File: config.mk
export PLATFORM = sky130hd
export DESIGN_NAME = ft_fifo_bus_controller
export DESIGN_NICKNAME = d
export VERILOG_FILES = /design/src/rtl/ft_fifo_bus_controller_pkg.sv /design/src/rtl/ft_fifo_bus_controller_arb.sv /design/src/rtl/ft_fifo_bus_controller.sv
export SDC_FILE = /design/constraint.sdc
export NUM_CORES = 1
export LEC_CHECK = 0
export ABC_AREA = 1
export CAP_MARGIN = 20
export CORE_MARGIN = 10
export CORE_UTILIZATION = 50
export CTS_BUF_LIST = sky130_fd_sc_hd__clkbuf_2
export DETAILED_ROUTE_END_ITERATION = 10
export PLACE_DENSITY = 0.88
export SETUP_SLACK_MARGIN = 0.1
export SKIP_LAST_GASP = 1
export SYNTH_ARGS = -nofsm -noshare
export SYNTH_HDL_FRONTEND = slang
export SYNTH_SLANG_ARGS = --single-unit
File: constraint.sdc
create_clock -name usb_clk -period 2.6 [get_ports usb_clk]
set_input_delay 0.52 -clock usb_clk [delete_from_list [all_inputs] [get_ports usb_clk]]
set_output_delay 0.52 -clock usb_clk [all_outputs]
set_load 0.03 [all_outputs]
File: src/rtl/ft_fifo_bus_controller_pkg.sv
// Shared types and constants for the FT synchronous FIFO bus controller.
// Optional short-packet flush is enabled by defining FT_SHORT_PKT_EN.
package ft_ctrl_pkg;

    // One-hot controller states
    typedef enum logic [4:0] {
        IDLE    = 5'b00001,
        RD_OE   = 5'b00010,
        RD_DATA = 5'b00100,
        TURN    = 5'b01000,
        WR_DATA = 5'b10000
    } ft_state_t;

    // Direction of the most recent grant
    localparam logic READ  = 1'b0;
    localparam logic WRITE = 1'b1;

    // Width of the packet statistics counters
    localparam int STAT_WIDTH = 16;

endpackage

File: src/rtl/ft_fifo_bus_controller_arb.sv
// Round-robin direction arbiter: when both directions are ready, the one
// not served last wins. Powers up favouring READ on the first contest.
module ft_dir_arbiter
    import ft_ctrl_pkg::*;
(
    input  logic usb_clk,
    input  logic rst_n,
    input  logic rd_ok,
    input  logic wr_ok,
    input  logic accept,
    output logic grant_rd,
    output logic grant_wr
);

    logic last_dir;

    // Grant decode from readiness and the last served direction
    always_comb begin
        grant_rd = rd_ok & (!wr_ok | (last_dir == WRITE));
        grant_wr = wr_ok & (!rd_ok | (last_dir == READ));
    end

    // Remember the direction taken whenever the controller accepts a grant
    always_ff @(posedge usb_clk or negedge rst_n) begin
        if (!rst_n) begin
            last_dir <= WRITE;
        end else if (accept && grant_rd) begin
            last_dir <= READ;
        end else if (accept && grant_wr) begin
            last_dir <= WRITE;
        end
    end

endmodule

File: src/rtl/ft_fifo_bus_controller.sv
// FT60x/FT245 synchronous FIFO bus controller: moves words between the FT
// bus and the local RX/TX FIFOs with fair direction arbitration, a bus
// turnaround gap after every burst and packet statistics.
// Define FT_SHORT_PKT_EN to flush partial TX packets after FLUSH_TIMEOUT.
//
// state   | meaning
// --------+-----------------------------------------------------------
// IDLE    | no bus ownership, arbitrating between read and write
// RD_OE   | FT output enable asserted one cycle ahead of the read strobe
// RD_DATA | reading words while FT has data and RX FIFO has room
// TURN    | all strobes and drivers off for TURNAROUND cycles
// WR_DATA | driving TX words onto the bus, stalling while usb_txe is low
module ft_fifo_bus_controller
    import ft_ctrl_pkg::*;
#(
    parameter int DATA_WIDTH    = 32,
    parameter int BE_WIDTH      = DATA_WIDTH/8,
    parameter int PACKET_WORDS  = 1024,
    parameter int MAX_RD_BURST  = 1024,
    parameter int TURNAROUND    = 2,
    parameter int CNT_WIDTH     = 11,
    parameter int FLUSH_TIMEOUT = 256
) (
    input  logic                  usb_clk,
    input  logic                  rst_n,
    input  logic                  usb_rxf,
    input  logic                  usb_txe,
    output logic                  usb_rd,
    output logic                  usb_oe,
    output logic                  usb_wr,
    input  logic [DATA_WIDTH-1:0] usb_data_i,
    output logic [DATA_WIDTH-1:0] usb_data_o,
    output logic                  usb_data_oe,
    input  logic [BE_WIDTH-1:0]   usb_be_i,
    output logic [BE_WIDTH-1:0]   usb_be_o,
    input  logic                  tx_fifo_prog_empty,
    input  logic [CNT_WIDTH-1:0]  tx_fifo_count,
    input  logic [DATA_WIDTH-1:0] tx_fifo_data,
    output logic                  tx_fifo_read,
    input  logic                  rx_fifo_prog_full,
    output logic [DATA_WIDTH-1:0] rx_fifo_data,
    output logic [BE_WIDTH-1:0]   rx_fifo_be,
    output logic                  rx_fifo_write,
    output logic [STAT_WIDTH-1:0] rd_pkt_cnt,
    output logic [STAT_WIDTH-1:0] wr_pkt_cnt
);

    localparam int RW = $clog2(MAX_RD_BURST + 1);
    localparam int WW = $clog2(PACKET_WORDS + 1);
    localparam int TW = $clog2(TURNAROUND + 1);
    localparam logic [RW-1:0] RD_LAST   = RW'(MAX_RD_BURST - 1);
    localparam logic [WW-1:0] PKT_FULL  = WW'(PACKET_WORDS);
    localparam logic [TW-1:0] TURN_LOAD = TW'(TURNAROUND - 1);

    ft_state_t     state;
    logic [RW-1:0] rd_ctr;
    logic [WW-1:0] wr_ctr;
    logic [WW-1:0] wr_target;
    logic [WW-1:0] grant_target;
    logic [TW-1:0] turn_tmr;
    logic          rd_ok;
    logic          wr_ok;
    logic          flush_due;
    logic          grant_rd;
    logic          grant_wr;
    logic          rd_exit;
    logic          wr_last;

`ifdef FT_SHORT_PKT_EN
    localparam int FW = $clog2(FLUSH_TIMEOUT + 1);

    logic [FW-1:0] flush_tmr;
    logic          flush_arm;

    assign flush_arm = tx_fifo_prog_empty & (tx_fifo_count != '0);

    // Down-counter reloads while nothing is stranded, expires after
    // FLUSH_TIMEOUT consecutive cycles with a partial packet waiting
    always_ff @(posedge usb_clk or negedge rst_n) begin
        if (!rst_n) begin
            flush_tmr <= FW'(FLUSH_TIMEOUT);
        end else if (!flush_arm) begin
            flush_tmr <= FW'(FLUSH_TIMEOUT);
        end else if (flush_tmr != '0) begin
            flush_tmr <= flush_tmr - FW'(1);
        end
    end

    assign flush_due    = flush_arm & (flush_tmr == '0);
    // A flush-driven grant only happens below PACKET_WORDS, so the count fits
    assign grant_target = tx_fifo_prog_empty ? WW'(tx_fifo_count) : PKT_FULL;
`else
    localparam int unused_flush_timeout = FLUSH_TIMEOUT;
    logic unused_tx_count;

    assign unused_tx_count = ^tx_fifo_count;
    assign flush_due       = 1'b0;
    assign grant_target    = PKT_FULL;
`endif

    assign rd_ok = usb_rxf & !rx_fifo_prog_full;
    assign wr_ok = usb_txe & (!tx_fifo_prog_empty | flush_due);

    ft_dir_arbiter u_arb (
        .usb_clk  (usb_clk),
        .rst_n    (rst_n),
        .rd_ok    (rd_ok),
        .wr_ok    (wr_ok),
        .accept   (state == IDLE),
        .grant_rd (grant_rd),
        .grant_wr (grant_wr)
    );

    // Strobes drop in the very cycle FT runs dry, RX fills or TX stalls
    always_comb begin
        usb_rd       = (state == RD_DATA) & rd_ok;
        usb_wr       = (state == WR_DATA) & usb_txe & (wr_ctr < wr_target);
        tx_fifo_read = usb_wr;
        rd_exit      = (state == RD_DATA) & (!rd_ok | (usb_rd & (rd_ctr == RD_LAST)));
        wr_last      = usb_wr & (wr_ctr == (wr_target - WW'(1)));
        usb_data_o   = usb_data_oe ? tx_fifo_data : '0;
        usb_be_o     = {BE_WIDTH{usb_data_oe}};
    end

    // Registered RX push, one cycle behind the bus sample
    always_ff @(posedge usb_clk or negedge rst_n) begin
        if (!rst_n) begin
            rx_fifo_write <= 1'b0;
            rx_fifo_data  <= '0;
            rx_fifo_be    <= '0;
        end else begin
            rx_fifo_write <= usb_rd;
            if (usb_rd) begin
                rx_fifo_data <= usb_data_i;
                rx_fifo_be   <= usb_be_i;
            end
        end
    end

    // Bus sequencing FSM with burst counters and packet statistics
    always_ff @(posedge usb_clk or negedge rst_n) begin
        if (!rst_n) begin
            state       <= IDLE;
            usb_oe      <= 1'b0;
            usb_data_oe <= 1'b0;
            rd_ctr      <= '0;
            wr_ctr      <= '0;
            wr_target   <= '0;
            turn_tmr    <= '0;
            rd_pkt_cnt  <= '0;
            wr_pkt_cnt  <= '0;
        end else begin
            case (state)
                IDLE: begin
                    if (grant_rd) begin
                        state  <= RD_OE;
                        usb_oe <= 1'b1;
                        rd_ctr <= '0;
                    end else if (grant_wr) begin
                        state       <= WR_DATA;
                        usb_data_oe <= 1'b1;
                        wr_ctr      <= '0;
                        wr_target   <= grant_target;
                    end
                end
                RD_OE: begin
                    state <= RD_DATA;
                end
                RD_DATA: begin
                    if (usb_rd) begin
                        rd_ctr <= rd_ctr + RW'(1);
                    end
                    if (rd_exit) begin
                        state    <= TURN;
                        usb_oe   <= 1'b0;
                        turn_tmr <= TURN_LOAD;
                        if (usb_rd || (rd_ctr != '0)) begin
                            rd_pkt_cnt <= rd_pkt_cnt + STAT_WIDTH'(1);
                        end
                    end
                end
                WR_DATA: begin
                    if (usb_wr) begin
                        wr_ctr <= wr_ctr + WW'(1);
                    end
                    if (wr_last) begin
                        state       <= TURN;
                        usb_data_oe <= 1'b0;
                        turn_tmr    <= TURN_LOAD;
                        wr_pkt_cnt  <= wr_pkt_cnt + STAT_WIDTH'(1);
                    end
                end
                TURN: begin
                    if (turn_tmr == '0) begin
                        state <= IDLE;
                    end else begin
                        turn_tmr <= turn_tmr - TW'(1);
                    end
                end
                default: begin
                    state <= IDLE;
                end
            endcase
        end
    end

endmodule

Yosys cells after proc, flatten, opt, wreduce, memory -nomap -nowiden
Cells that the tools add are included.
- add/subtract/negate cells: 6
- multiplexer cells: 27
- multiply operators: 0
- divide/modulo/power cells: 0
- $lt $le $gt $ge: 1
- equality and inequality tests: 17
- bitwise operators: 15
- shifts and indexed selects: 0
- reduce and logical (&&, ||, !) cells: 22
- operators by type and width (cell ; count):
    2-to-1 mux 11 bit ; 5
    one-hot mux 11 bit (2 select lines) ; 2
    adder 16 x 1 -> 16 bit, second input constant ; 2
    2-to-1 mux 32 bit ; 1
    2-to-1 mux 5 bit ; 5
    one-hot mux 5 bit (5 select lines) ; 1
    adder 11 x 1 -> 11 bit, second input constant ; 2
    != test 2 bit, second input constant ; 9
    AND reduction 4 bit ; 4
    AND reduction 3 bit ; 4
    == test 11 x 10 -> 1 bit, second input constant ; 1
    == test 11 bit ; 1
    < comparator 11 bit ; 1
    nonzero test 11 bit ; 1
    subtractor 11 x 1 -> 11 bit, second input constant ; 1
    bitwise AND 1 bit ; 10
    2-to-1 mux 1 bit ; 7
    2-to-1 mux 2 bit ; 3
    one-hot mux 2 bit (3 select lines) ; 1
    nonzero test 2 bit ; 3
    == test 5 x 1 -> 1 bit, second input constant ; 1
    == test 5 x 2 -> 1 bit, second input constant ; 1
    == test 5 x 3 -> 1 bit, second input constant ; 1
    == test 5 x 4 -> 1 bit, second input constant ; 1
    12 further kinds ; 20
- bits of input ports: 85
- output and inout bits: 110
- word-level logic and storage cells: 101
- memory bits (writable): 0
- register bits after elaboration: 102
- ROM bits: 0
- memories kept: 0
- latch bits: 0

Longest topological paths before layout
Gate-level depths: netlist of run 1.
- depth in word-level cells: 8
- mapped depth: 10
- depth with buffers taken out: 9

Cells and area by module
A second synthesis of run 1 with hierarchy kept.
- cell total of the unflattened synthesis: 761
- area, all modules: 5632.9 sq um
- by module, submodules not included (module ; times used ; cells an instance ; area an instance (sq um) ; seq. area each (sq um)):
    ft_fifo_bus_controller ; 1 ; 753 ; 5571.6 ; 2528.7
    ft_dir_arbiter ; 1 ; 8 ; 61.3 ; 26.3

Least setup slack after synthesis of run 1
OpenSTA, ideal clock, no wires.
- path kind: input -> output
- from: input usb_rxf
- to: output usb_rd
- path slack: 0.602 ns
- required time: 2.080 ns
- path buffers: 1
- stages on the path: 5
- arrival time: 1.478 ns
- cell sequence: inv_1 -> nor2_2 -> inv_1 -> nor2_4 -> buf_1
- cells in the longest elaborated chain, start to end: 2
- ends and longest elaborated chain (item ; RTL line ; text):
    start: declaration ; ft_fifo_bus_controller.sv:26 ; input logic usb_rxf,
    bitwise AND 1 bit ; ft_fifo_bus_controller.sv:101 ; assign rd_ok = usb_rxf & !rx_fifo_prog_full;
    bitwise AND 1 bit ; ft_fifo_bus_controller.sv:116 ; usb_rd = (state == RD_DATA) & rd_ok;
    end: declaration ; ft_fifo_bus_controller.sv:28 ; output logic usb_rd,
No other way between the ends.

Worst setup path in the final report of run 1
- from: register wr_ctr[10]
- to: output usb_wr
- cells in the longest elaborated chain, start to end: 2
- ends and longest elaborated chain (item ; RTL line ; text):
    start: declaration ; ft_fifo_bus_controller.sv:57 ; logic [WW-1:0] wr_ctr;
    start signal: assignment ; ft_fifo_bus_controller.sv:184 ; wr_ctr <= wr_ctr + WW'(1);
    < comparator 11 bit ; ft_fifo_bus_controller.sv:117 ; usb_wr = (state == WR_DATA) & usb_txe & (wr_ctr < wr_target);
    bitwise AND 1 bit ; ft_fifo_bus_controller.sv:117 ;
    end: declaration ; ft_fifo_bus_controller.sv:30 ; output logic usb_wr,
No other way between the ends.

==> results.ini, run 1 <==
[finish]
final_common_cell=nand2_1
finalNetCount=1003
final_cell_mix=nand2_1, clkdlybuf4s50_1, dfrtp_1
area_growth_pct=37.45
fillers=887
drive_gt1_share_pct=6.667

[routing]
wl_per_cell_um=14.21
top_layer_used=met4
drc=0
vias=5188
wl_met3_um=962
drtIter0Drc=344
wl_met2_um=7867
wl_met1_um=5783
drt_first_pass_iters=6
detail-route-antenna-nets=0
vias_per_cell=4.913
wl_um=15000

[synthesis]
netlist_instances=729
synthMuxAreaShare_pct=0
synthXorXnorAreaFrac_pct=4.287
synth_cell_types=35
synth_compound_area_share_pct=2.654
synth.top_cell.area_share_pct=45.36
synth-seq-cells=102
ys.flop_type=dfrtp_1
synth_edf_count=0
yosys.area.top_type=dfrtp_1
yosys.area_share.simple_pct=35.97
ys.warnings.count=0
synthArstFlopShare_pct=100.0
syn-cell-area_um2=5517
ys_top_cells_by_area=dfrtp_1, nand2_1, inv_1
ys_seq_area_share_pct=46.31
synth_top_family_by_area=simple AND/OR/NAND/NOR gates
yosys.area_share.adder_pct=1.588
syn-num-nets=821
synth_area_per_cell_um2=7.567

[cts]
clkLatencyLatePin_ns=0.60
clock_path_buffers=2
numCtsBuffers=9
clkSinkCount=102
htree_levels=3
cts.clk_slew.worst_paths_ns=0.29
cts_tree=yes
root_buffer=clkbuf_2

[die]
die_area_um2=15640
coreArea_um2=10840
die_x_um=125.0
dieHeight_um=125.0
io_pins=195
start_util_pct=50.89
rows=38

[run_status]
status=completed

[power_and_ir_drop]
p_int_mw=3.197
power_leakage_nw=3.861
p_clk_share_pct=15.7
power_density_nw_per_um2=727.9
switching_share_pct=42.08
combPwrFrac_pct=44.1
switching_power_mw=2.322
seq_power_share_pct=40.2
ir_worst_vdd_mv=0.5934

[setup_path]
path_class=reg2out
reg2reg_depth=8
endpoint=usb_wr
cp_max_fo=7
end_kind=primary output
crit_arrival_ns=1.88
r2r-end=turn_tmr[0]$_DFFE_PN0P_
r2r_start=wr_ctr[0]$_DFFE_PN0P_
crit_required_ns=2.08
reg2reg_slack_ns=0.57
crit_path_start_kind=register
critical_path.startpoint=wr_ctr[10]$_DFFE_PN0P_

[global_routing]
grt_pass1_wl_um=25110
grt-ovfl-total=0
grt.total_usage_pct=18.80
grt_pass1_vias=5144
antenna_found_initial=1
grt_start_max_net_pins=44

[timing]
maxSlewViolCount=0
skew_ns=0.03852
max_slew_margin_pct=66.22
period_share_pct=92.18
max_freq_mhz=417.2
hold_viol_final=0
fin_crit_ns=2.397
tightestPinTransition_ns=0.5029
tns_ns=0
rsz0062_at_grt=false
finalSetupViolCount=0
hold_slack_ns=0.3941

[placed_design]
io_buffers=183
place_hpwl_um=11320
gp_congestion=0.8647

[min_path]
min_path_type=in2async

[run]
maxCapViolCount=0

## metrics by stage
step / area (µm²) / power [mW] / std cells / utilization (%) / setup slack [ns]
finish: 7582 / 5.519 / 1056 / 69.94 / 0.2032
detailed placement: 7463 / 4.728 / 1038 / 68.85 / 0.2793
floorplan: 5517 / 3.664 / 729 / - / 0.6021
global route: 7582 / 5.859 / 1056 / 69.94 / 0.1085
CTS: 7564 / 5.555 / 1054 / 69.77 / 0.1423
global placement: 7463 / 4.662 / 1038 / 68.85 / 0.3109
## timing repair
| action | in CTS | in global routing |
|---|---|---|
| hold endpoints to repair | 36 | 0 |
| setup buffers | 0 | 1 |
| gates resized for setup | 38 | 2 |
| hold buffers | 1 | 0 |
| pin swaps | 0 | 1 |
| endpoints found under the setup margin | 37 | 1 |
## worst max-delay path: stages (launching register included)
cell and delay [ns]:
dfrtp_1 0.45, inv_1 0.10, ha_1 0.19, nand2_1 0.14, nor2_8 0.22, buf_6 0.17
## kinds of logic (layout without fill, tap and decap cells)
kind of cell,Yosys count,count (layout)
compound gates,27,27
buf+inv,119,305
flops,102,102
other cells,0,1
simple gates,447,447
fa+ha+maj,7,7
xor+xnor,27,27
## synth_stat cells (2+ instances only)
cell type	instances
dfstp_2	2
dfrtp_1	100
clkbuf_1	6
buf_1	2
buf_6	2
o21ai_0	18
nand3_2	3
nand3b_1	3
nand2_2	7
xor2_1	21
nand3_1	38
xnor2_1	6
a21oi_1	6
ha_1	7
or2_2	2
nand4_1	25
nor2_2	4
buf_4	6
o21ai_2	3
buf_2	6
nand3_4	2
nor3_1	25
inv_1	93
nor2_1	34
nand2_1	296
nor2_4	3
## per-layer routing
metal | vias up | track usage (%)
li1 | 2612 | -
met1 | 2390 | 20.81
met2 | 157 | 34.09
met3 | 29 | 4.901
met4 | 0 | 6.369
met5 | - | 0
## sequential cells by signal (all words and copies together), names as in the netlist
name	cells
usb_data_oe	1
u_arb.last_dir	1
rd_pkt_cnt	16
rx_fifo_write	1
rx_fifo_data	32
state	5
wr_ctr	11
rx_fifo_be	4
turn_tmr	2
wr_pkt_cnt	16
usb_oe	1
rd_ctr	11
wr_target	1
## power groups by stage
stage | Combinational (mW) | Sequential [mW] | Clock, mW
finish | 2.43 | 2.22 | 0.865
floorplan | 0.944 | 2.72 | 0
global route | 2.65 | 2.28 | 0.938
CTS | 2.46 | 2.22 | 0.880
detailed placement | 2.48 | 2.25 | 0
global placement | 2.43 | 2.23 | 0
## area by class of cell
class	count	area, µm²	area share [%]
Timing Repair Buffer	194	1893	24.97
Tap cell	140	175.2	2.310
Inverter	96	364.1	4.802
Clock inverter	5	82.58	1.089
Sequential cell	102	2555	33.70
Antenna cell	1	2.502	0.03300
Multi-Input combinational cell	508	2460	32.44
Clock buffer	10	50.05	0.6601
## worst min path at each step
stage / start / to / cells after the start
after CTS: rst_n / rx_fifo_data[6]$_DFFE_PN0P_ / 2
after floorplan: rst_n / rd_ctr[0]$_DFFE_PN0P_ / 0
after detailed placement: rx_fifo_data[7]$_DFFE_PN0P_ / rx_fifo_data[7]$_DFFE_PN0P_ / 2
final: rst_n / rx_fifo_data[6]$_DFFE_PN0P_ / 2
after global routing: usb_data_i[6] / rx_fifo_data[6]$_DFFE_PN0P_ / 3
after global placement: rx_fifo_data[19]$_DFFE_PN0P_ / rx_fifo_data[19]$_DFFE_PN0P_ / 2
Power figures use the tool's default switching activity.
==> run 2: changes to the inputs <==
--- a/config.mk
+++ b/config.mk
@@ -13,6 +13,7 @@
 export DETAILED_ROUTE_END_ITERATION = 10
 export PLACE_DENSITY = 0.88
 export SETUP_SLACK_MARGIN = 0.1
+export SKIP_CTS_REPAIR_TIMING = 1
 export SKIP_LAST_GASP = 1
 export SYNTH_ARGS = -nofsm -noshare
 export SYNTH_HDL_FRONTEND = slang
==> run 2 against run 1 <==
Against the previous run: sequential cell count did not move; critical path depth unchanged; clock power down 0.9%; first-iteration DRC count is 1.2% higher; clock skew down 0.012 ns; largest cell class unchanged; largest power group unchanged.
==> results.ini, run 2 (synthesis gave the netlist of run 1 again) <==
[die]
rows=38
io_pins=195
die_x_um=125.0
dieHeight_um=125.0
coreArea_um2=10840
start_util_pct=50.89
die_area_um2=15640

[finish]
final_common_cell=nand2_1
final_cell_area_um2=7721
fillers=855
largest_register_ffs=32
final_cell_mix=nand2_1, clkdlybuf4s50_1, dfrtp_1
top_regs=rx_fifo_data x32, rd_pkt_cnt x16, wr_pkt_cnt x16
area_growth_pct=39.96
finalNetCount=1003
drive_gt1_share_pct=6.667
multiInputGateArea_um2=2460
largest_register=rx_fifo_data
stdcell_count=1056
seq_area_um2=2555

[timing]
skew_ns=0.02673
tightestPinTransition_ns=0.5072
fin_crit_ns=2.413
hold_viol_final=0
period_share_pct=92.79
tns_ns=0
rsz0062_at_grt=false
max_freq_mhz=414.5
maxSlewViolCount=0
max_slew_margin_pct=65.93
finalSetupViolCount=0

[setup_path]
cpPeakStageDelay_ns=0.45
path_class=reg2out
critical_path.startpoint=wr_ctr[10]$_DFFE_PN0P_
crit_required_ns=2.08
cp_slowest_cell=dfrtp_1
r2r_start=wr_ctr[0]$_DFFE_PN0P_
crit_family=flip-flops
end_kind=primary output
crit_path_start_kind=register
crit_chain=inv_1 -> ha_1 -> nand2_1 -> nor2_8 -> buf_6
crit_buf_inv=2
crit_arrival_ns=1.89
cp_max_fo=6

[power_and_ir_drop]
power_leakage_nw=4.123
ir_worst_vdd_mv=0.5932
power_density_nw_per_um2=720.7

[run]
maxCapViolCount=0

[routing]
drc=0
drt_first_pass_iters=5
vias=5222
wl_per_cell_um=14.39
wl_um=15200
drtIter0Drc=348
vias_per_cell=4.945
detail-route-antenna-nets=0

[cts]
numCtsBuffers=9
cts_tree=yes
cts.clk_slew.worst_paths_ns=0.27
htree_levels=3
root_buffer=clkbuf_2
clkSinkCount=102
clkLatencyLatePin_ns=0.58
clock_path_buffers=2

[global_routing]
grt_pass1_wl_um=24930
antenna_found_initial=1
grt_pass1_vias=5135
grt-ovfl-total=0
grt.total_usage_pct=18.67
grt_start_max_net_pins=44

[placed_design]
dpl_cell_area_um2=7463
gp_congestion=0.8647
placed_cells=1038
place_hpwl_um=11320
io_buffers=183

[min_path]
min_path_type=in2async

[run_status]
status=completed

[run 2: cell count changes in the layout (fill, tap and decap cells not counted), sizes merged]
cell          before  now
dlygate4sd2       37    0
dlymetal6s2s       0   37
[run 2: per-stage QoR]
step	total power, mW	setup slack [ns]	util (%)	hold slack (ns)
after floorplan	3.664	0.6021	-	0.2244
after global placement	4.662	0.3109	68.85	0.4525
after detailed placement	4.728	0.2793	68.85	0.4570
after CTS	5.611	-0.1026	70.07	-0.1640
after global routing	5.910	0.08403	71.23	0.3805
final	5.565	0.1875	71.23	0.4015
[run 2: power breakdown]
part	switching, mW	internal (mW)	leakage (nW)	total (mW)
sequential	0.264	1.96	1.34	2.22
combinational	1.52	0.963	2.70	2.49
clock	0.534	0.323	0.0828	0.857
[run 2: worst reg2reg max path: cells and delay by family (launching register included)]
family / cells / cell delay [ns]
adder cells (fa/ha/maj): 1 / 0.33
AND/OR/NAND/NOR: 7 / 1.10
flip-flops: 1 / 0.55
[run 2: cell type report]
cell class | instances | area share [%]
flip-flops and latches | 102 | 33.09
multi-input cells | 508 | 31.86
repair buffers | 194 | 26.32
inverters | 96 | 4.716
well taps | 140 | 2.269
clock inverters | 5 | 1.070
clock buffers | 10 | 0.6482
diodes | 1 | 0.03241
[run 2: routing by layer]
layer  up-vias  part of all wire, %  track usage, %  wire length, µm
met5         -                    0               0                0
li1       2621                    -               -                -
met4         0                  2.3           6.369              346
met1      2431                   38           20.56             5841
met3        24                  5.7           4.901              871
met2       146                   54           33.94             8141
[run 2: path summary, 6_finish.rpt]
path / end / depth (start not counted) / slack, ns
setup / recovery: usb_wr / 5 / 0.19
hold / removal: rx_fifo_data[6]$_DFFE_PN0P_ / 2 / 0.40
setup reg to reg: turn_tmr[0]$_DFFE_PN0P_ / 8 / 0.56
hold reg to reg: rx_fifo_be[3]$_DFFE_PN0P_ / 2 / 0.51
max in group asynchronous: u_arb.last_dir$_DFFE_PN1P_ / 3 / 1.45
min in group usb_clk: rx_fifo_data[18]$_DFFE_PN0P_ / 3 / 0.43
